==> src/rtl/irig_bit_decoder.sv <==
`default_nettype none
// ============================================================================
// Module   : irig_bit_decoder
// Purpose  : IRIG-B DC-level front end. Synchronizes the raw input, measures
//            every high pulse, classifies it as zero / one / position marker /
//            error, finds frame sync on the P0-Pr double marker and tracks
//            the bit index inside the 100-bit frame.
// Ports    : clk        in   system clock
//            hrd_rst    in   asynchronous active-high reset
//            irig_in    in   raw IRIG-B level (asynchronous to clk)
//            irig_data  out  last symbol: 001 zero, 011 one, 111 marker,
//                            000 error; held until the next symbol
//            en         out  one-cycle strobe, irig_data/ind freshly valid
//            ind        out  bit index 0..99 (0 while unlocked)
//            cal        out  frame lock
//            sym_err    out  one-cycle pulse on error symbol, misplaced
//                            marker or loss of signal
// Revision : 1.0 - initial release
// ============================================================================
module irig_bit_decoder #(
  parameter int CNT_W      = 16,
  parameter int ZERO_MIN   = 1500,
  parameter int ONE_MIN    = 3500,
  parameter int MARK_MIN   = 6500,
  parameter int MARK_MAX   = 9500,
  parameter int PERIOD_MAX = 12000
) (
  input  logic       clk,
  input  logic       hrd_rst,
  input  logic       irig_in,
  output logic [2:0] irig_data,
  output logic       en,
  output logic [7:0] ind,
  output logic       cal,
  output logic       sym_err
);

  localparam logic [2:0]       c_SYM_ERR   = 3'b000;
  localparam logic [2:0]       c_SYM_ZERO  = 3'b001;
  localparam logic [2:0]       c_SYM_ONE   = 3'b011;
  localparam logic [2:0]       c_SYM_MARK  = 3'b111;
  localparam logic [CNT_W-1:0] c_CNT_MAX   = '1;
  localparam logic [CNT_W-1:0] c_ZERO_MIN  = CNT_W'(ZERO_MIN);
  localparam logic [CNT_W-1:0] c_ONE_MIN   = CNT_W'(ONE_MIN);
  localparam logic [CNT_W-1:0] c_MARK_MIN  = CNT_W'(MARK_MIN);
  localparam logic [CNT_W-1:0] c_MARK_MAX  = CNT_W'(MARK_MAX);
  localparam logic [CNT_W-1:0] c_PER_LAST  = CNT_W'(PERIOD_MAX - 1);
  localparam logic [7:0]       c_IND_LAST  = 8'd99;
  localparam logic [3:0]       c_UNIT_LAST = 4'd9;

  typedef enum logic [1:0] {
    HUNT   = 2'b00,
    ARMED  = 2'b01,
    LOCKED = 2'b10
  } state_t;

  // --------------------------------------------------------------------------
  // Input conditioning and pulse measurement
  // --------------------------------------------------------------------------
  logic             sync1_q, sync2_q, dly_q;
  logic [2:0]       prime_q;
  logic             pulse_q;
  logic [CNT_W-1:0] width_q;
  logic [CNT_W-1:0] period_q;
  logic             fall_q;
  logic [2:0]       sym_q;

  logic             primed;
  logic             rise;
  logic             fall;
  logic             timeout;
  logic [2:0]       sym_class;

  // Edges are ignored until the synchronizer and delay stage all hold real
  // samples again after reset; otherwise an input that is high while reset
  // releases would look like a rising edge and produce a partial symbol.
  assign primed  = prime_q[2];
  assign rise    = primed & sync2_q & ~dly_q;
  // A fall only counts when its rise was seen, so a pulse cut by reset is
  // never reported.
  assign fall    = primed & ~sync2_q & dly_q & pulse_q;
  // Fires on the single transition into PERIOD_MAX; a coincident rising
  // edge restarts the period instead.
  assign timeout = (period_q == c_PER_LAST) & ~rise;

  always_comb begin
    sym_class = c_SYM_ERR;
    if (width_q < c_ZERO_MIN) begin
      sym_class = c_SYM_ERR;
    end else if (width_q < c_ONE_MIN) begin
      sym_class = c_SYM_ZERO;
    end else if (width_q < c_MARK_MIN) begin
      sym_class = c_SYM_ONE;
    end else if (width_q <= c_MARK_MAX) begin
      sym_class = c_SYM_MARK;
    end else begin
      sym_class = c_SYM_ERR;
    end
  end

  always_ff @(posedge clk or posedge hrd_rst) begin
    if (hrd_rst) begin
      sync1_q  <= 1'b0;
      sync2_q  <= 1'b0;
      dly_q    <= 1'b0;
      prime_q  <= '0;
      pulse_q  <= 1'b0;
      width_q  <= '0;
      period_q <= '0;
      fall_q   <= 1'b0;
      sym_q    <= c_SYM_ERR;
    end else begin
      sync1_q <= irig_in;
      sync2_q <= sync1_q;
      dly_q   <= sync2_q;
      prime_q <= {prime_q[1:0], 1'b1};

      if (rise) begin
        pulse_q <= 1'b1;
      end else if (fall) begin
        pulse_q <= 1'b0;
      end

      if (rise) begin
        width_q <= {{(CNT_W-1){1'b0}}, 1'b1};
      end else if (sync2_q && (width_q != c_CNT_MAX)) begin
        width_q <= width_q + 1'b1;
      end

      if (rise) begin
        period_q <= '0;
      end else if (period_q != c_CNT_MAX) begin
        period_q <= period_q + 1'b1;
      end

      fall_q <= fall;
      if (fall) begin
        sym_q <= sym_class;
      end
    end
  end

  // --------------------------------------------------------------------------
  // Frame sync FSM and output registers
  // --------------------------------------------------------------------------
  state_t     state_q, state_d;
  logic [2:0] data_q,  data_d;
  logic       en_q,    en_d;
  logic [7:0] ind_q,   ind_d;
  logic [3:0] unit_q,  unit_d;   // ones digit of ind_q, avoids a modulo
  logic       cal_q,   cal_d;
  logic       err_q,   err_d;

  logic [7:0] ind_nxt;
  logic [3:0] unit_nxt;
  logic       mark_exp;
  logic       is_mark;

  always_comb begin
    state_d  = state_q;
    data_d   = data_q;
    en_d     = 1'b0;
    ind_d    = ind_q;
    unit_d   = unit_q;
    cal_d    = cal_q;
    err_d    = 1'b0;

    ind_nxt  = (ind_q == c_IND_LAST) ? 8'd0 : ind_q + 8'd1;
    unit_nxt = ((ind_q == c_IND_LAST) || (unit_q == c_UNIT_LAST)) ? 4'd0
                                                                  : unit_q + 4'd1;
    // Markers sit at 0 and at every index ending in 9.
    mark_exp = (ind_nxt == 8'd0) || (unit_nxt == c_UNIT_LAST);
    is_mark  = (sym_q == c_SYM_MARK);

    // Outside LOCKED the index reads 0; this also clears the index of a
    // faulting symbol one cycle after it was presented.
    if (state_q != LOCKED) begin
      ind_d  = 8'd0;
      unit_d = 4'd0;
    end

    if (timeout) begin
      // Loss of signal outranks a symbol finishing in the same cycle: any
      // pulse that long is out of range anyway.
      state_d = HUNT;
      ind_d   = 8'd0;
      unit_d  = 4'd0;
      cal_d   = 1'b0;
      err_d   = 1'b1;
    end else if (fall_q) begin
      en_d   = 1'b1;
      data_d = sym_q;
      if (sym_q == c_SYM_ERR) begin
        err_d = 1'b1;
      end
      case (state_q)
        HUNT: begin
          if (is_mark) begin
            state_d = ARMED;
          end
        end
        ARMED: begin
          if (is_mark) begin
            state_d = LOCKED;   // Pr: index stays 0
            cal_d   = 1'b1;
          end else begin
            state_d = HUNT;
          end
        end
        LOCKED: begin
          ind_d  = ind_nxt;
          unit_d = unit_nxt;
          if ((sym_q == c_SYM_ERR) || (is_mark != mark_exp)) begin
            state_d = HUNT;
            cal_d   = 1'b0;
            err_d   = 1'b1;
          end
        end
        default: begin
          state_d = HUNT;
          cal_d   = 1'b0;
        end
      endcase
    end
  end

  always_ff @(posedge clk or posedge hrd_rst) begin
    if (hrd_rst) begin
      state_q <= HUNT;
      data_q  <= c_SYM_ERR;
      en_q    <= 1'b0;
      ind_q   <= 8'd0;
      unit_q  <= 4'd0;
      cal_q   <= 1'b0;
      err_q   <= 1'b0;
    end else begin
      state_q <= state_d;
      data_q  <= data_d;
      en_q    <= en_d;
      ind_q   <= ind_d;
      unit_q  <= unit_d;
      cal_q   <= cal_d;
      err_q   <= err_d;
    end
  end

  assign irig_data = data_q;
  assign en        = en_q;
  assign ind       = ind_q;
  assign cal       = cal_q;
  assign sym_err   = err_q;

endmodule
`default_nettype wire

==> config.mk <==
export PLATFORM = sky130hd
export DESIGN_NAME = irig_bit_decoder
export DESIGN_NICKNAME = d
export VERILOG_FILES = /design/src/rtl/irig_bit_decoder.sv
export SDC_FILE = /design/constraint.sdc
export NUM_CORES = 1
export LEC_CHECK = 0
export CAP_MARGIN = 25
export CORE_MARGIN = 2
export CORE_UTILIZATION = 50
export DETAILED_ROUTE_END_ITERATION = 10
export PLACE_DENSITY = 0.7
export SETUP_SLACK_MARGIN = 0.2
export SYNTH_ARGS = -nofsm -noshare
export SYNTH_HDL_FRONTEND = slang
export SYNTH_SLANG_ARGS = --single-unit
==> constraint.sdc <==
create_clock -name clk -period 6.35 [get_ports clk]
set_clock_uncertainty 0.2 [all_clocks]
set_input_delay 0.9525 -clock clk [delete_from_list [all_inputs] [get_ports clk]]
set_output_delay 0.9525 -clock clk [all_outputs]
set_load 0.05 [all_outputs]
==> flow_metrics.tcl <==
set metrics [dict create \
    die_y_um 87.1 \
    hold_path_end "prime_q[2]$_DFF_PP0_" \
    routed_via_density 5.92 \
    routedWlPerCell_um 14.8 \
    syn2layout_area_growth_pct 10.7 \
    required_ns 5.20 \
    syn_area_um2 3450 \
    multi_input_area_um2 1730 \
    status "finished clean" \
    path_delay_family "buffers and inverters" \
    dp_cells 447 \
    die-width_um 87.1 \
    tritoncts "done" \
    portBuffers 16 \
    period_minus_slack_ns 2.96 \
    synth_edf_count 0 \
    arrival_ns 1.81 \
    ys_seq_elements 63 \
    cts_made_buffers 9 \
    rows 30 \
    dieArea_um2 7580 \
    drt_iter0_drc 155 \
    layout_commonest_cell "dfrtp_1" \
    drtPass1Iterations 5 \
    wirelength_um 6860 \
    post_cts_buffers 0 \
    cp-start-kind "flip-flop" \
    ys_types 59 \
    syn-num-nets 377 \
    route.detailed.drc 0 \
    syn_inst 368 \
    gp_congestion 0.861 \
    initial_core_util_pct 51.4 \
    cts.sinks 63 \
    yosysSeqAreaShare_pct 45.7 \
    track_usage_pct 20.2 \
    final_cell_mix "dfrtp_1 (63), nor2_1 (42), nand2_1 (30)" \
    detailed_place_hpwl_um 4610 \
    setup_viol_count_final 0 \
    min_from "prime_q[1]$_DFF_PP0_" \
    synth.top_cells.by_area "dfrtp_1 (46%), xnor2_1 (5.8%), nor2_1 (4.6%)" \
    hp-class "reg2reg" \
    io_pins 17 \
    yosys_warnings 0 \
    vias 2741 \
    path_cells "clkdlybuf4s50_1" \
    finalMaxSlewViolations 0 \
    synth.avg_cell_area_um2 9.38 \
    netlist.area_leader.share_pct 45.7 \
    hold_viol 0 \
    fin_tns_setup_ns 0 \
    ff_latch_area_um2 1580 \
    critical_path.reg2reg.endpoint "sym_err$_DFF_PP0_" \
    fmaxAchievable_ghz 0.338 \
    path_max_fanout 11 \
    core_um2 6720 \
    grt_pass1_wl_um 12100 \
    h-tree-depth 3 \
    clkTransAtPathRegs_ns 0.07 \
    rrSetupSlack_ns 3.82 \
    final_cell_count_no_fill 463 \
    finalCritPeriodShare_pct 46.6 \
    hold_depth 0 \
    max_stage_delay_ns 0.88 \
    cts_resized 0 \
    grt_pass1_vias 2589 \
    r2r_start "period_q[0]$_DFFE_PP0P_" \
    crit_path_end_kind "output port" \
    leakage_nw 1.62 \
    cap_violations 0 \
    async_flop_share_pct 100 \
    drive_gt1_share_pct 7.83 \
    clock-root-buffer "clkbuf_8" \
    antenna_found_initial 0 \
    pwr_density_cell_nw_per_um2 229 \
    cts-hold-fix-buffers 0 \
    crit_buf_inv 1 \
    ant_nets 0 \
    clock_path_buffers 2 \
    grt_setup_unrepaired "false" \
    nNetsFinal 387 \
    synth_flop_cell "dfrtp_1" \
    reg2regPathDepth 6 \
    yosys.area.top_type "dfrtp_1" \
    overflow 0 \
    grt_start_max_net_pins 64 \
    clock_latency_ns 0.34 \
    n_fill_cell 597 \
    slew_headroom_pct 48.1 \
    worst_pin_slew_ns 0.779 \
    antenna_cells 0 \
    crit_slowest_cell "clkdlybuf4s50_1" \
    ir_drop_mv 0.128 \
    crit_type "reg2out" \
]
[report_power, final]
| group | internal [mW] | leakage [nW] | switching [mW] | total, mW |
|---|---|---|---|---|
| sequential | 0.431 | 0.848 | 0.0376 | 0.469 |
| combinational | 0.0424 | 0.685 | 0.0535 | 0.0959 |
| clock | 0.152 | 0.0853 | 0.158 | 0.310 |
[cell families after synthesis]
family          Yosys count  share of synthesized area, %
fa+ha+maj                 6                          2.18
buf+inv                  35                          4.06
simple gates            154                          24.3
flops                    63                          45.7
other cells               1                         0.109
compound gates           74                          14.4
xor+xnor                 29                          7.36
mux                       6                          1.89
[metrics by stage]
step | utilization [%] | setup WS [ns] | cell area, µm² | total power, mW | hold WS (ns)
6_report | 56.9 | 3.39 | 3820 | 0.875 | 0.153
5_1_grt | 56.9 | 3.32 | 3820 | 0.925 | 0.168
4_1_cts | 56.9 | 3.39 | 3820 | 0.885 | 0.154
3_5_place_dp | 54.3 | 3.77 | 3650 | 0.572 | 0.138
3_3_place_gp | 54.3 | 3.80 | 3650 | 0.568 | 0.136
2_1_floorplan | - | 3.63 | 3450 | 0.545 | 0.131
[layout make-up]
class	instances	share of cell area (%)
multi-input cells	270	45.4
repair buffers	18	4.58
well taps	80	2.62
clock inverters	5	0.884
flip-flops and latches	63	41.3
clock buffers	11	3.70
inverters	16	1.57
[how the worst max path moves through the flow]
stage	cells past startpoint	end	from
6_report	1	ind[5]	ind[5]$_DFF_PP0_
5_1_grt	1	ind[5]	ind[5]$_DFF_PP0_
4_1_cts	1	ind[5]	ind[5]$_DFF_PP0_
3_5_place_dp	1	ind[5]	ind[5]$_DFF_PP0_
3_3_place_gp	1	ind[5]	ind[5]$_DFF_PP0_
2_1_floorplan	1	cal$_DFFE_PP0P_	hrd_rst
[flip-flops by register name, indices dropped and copies added (netlist names), 2 cells and up]
signal,cells
state_q,2
sym_q,3
irig_data,3
prime_q,3
width_q,16
ind,8
period_q,16
unit_q,4
[routing by layer]
metal	part of all wire (%)	vias to the layer above	track usage, %	routed length [µm]
li1	-	1348	-	-
met3	3.6	11	3.32	247
met4	1.7	0	9.23	115
met2	46	65	29.5	3140
met5	0	-	0	0
met1	49	1317	29.5	3360
[cell usage after synthesis (2+ instances only)]
| master | n |
|---|---|
| nand3_1 | 19 |
| a211oi_1 | 11 |
| a21oi_1 | 22 |
| a31o_2 | 2 |
| xor2_1 | 6 |
| o311a_1 | 2 |
| nor2_1 | 42 |
| nand4b_1 | 2 |
| nor3_1 | 3 |
| ha_1 | 6 |
| inv_1 | 16 |
| nor4_1 | 2 |
| nand2_1 | 30 |
| or4_1 | 2 |
| mux2i_1 | 2 |
| a21o_1 | 3 |
| clkbuf_1 | 14 |
| or3_1 | 4 |
| and3_1 | 12 |
| mux2_2 | 4 |
| o31ai_1 | 4 |
| nand3b_1 | 2 |
| xnor2_1 | 23 |
| nand2b_1 | 4 |
| dfrtp_1 | 63 |
| nand4_1 | 11 |
| and4_1 | 5 |
| a31oi_1 | 4 |
| buf_2 | 4 |
| o211ai_1 | 2 |
| o21ai_0 | 11 |
| nor3b_1 | 3 |
| a2111oi_0 | 2 |
Note: power is estimated with default switching activity, not from simulation.
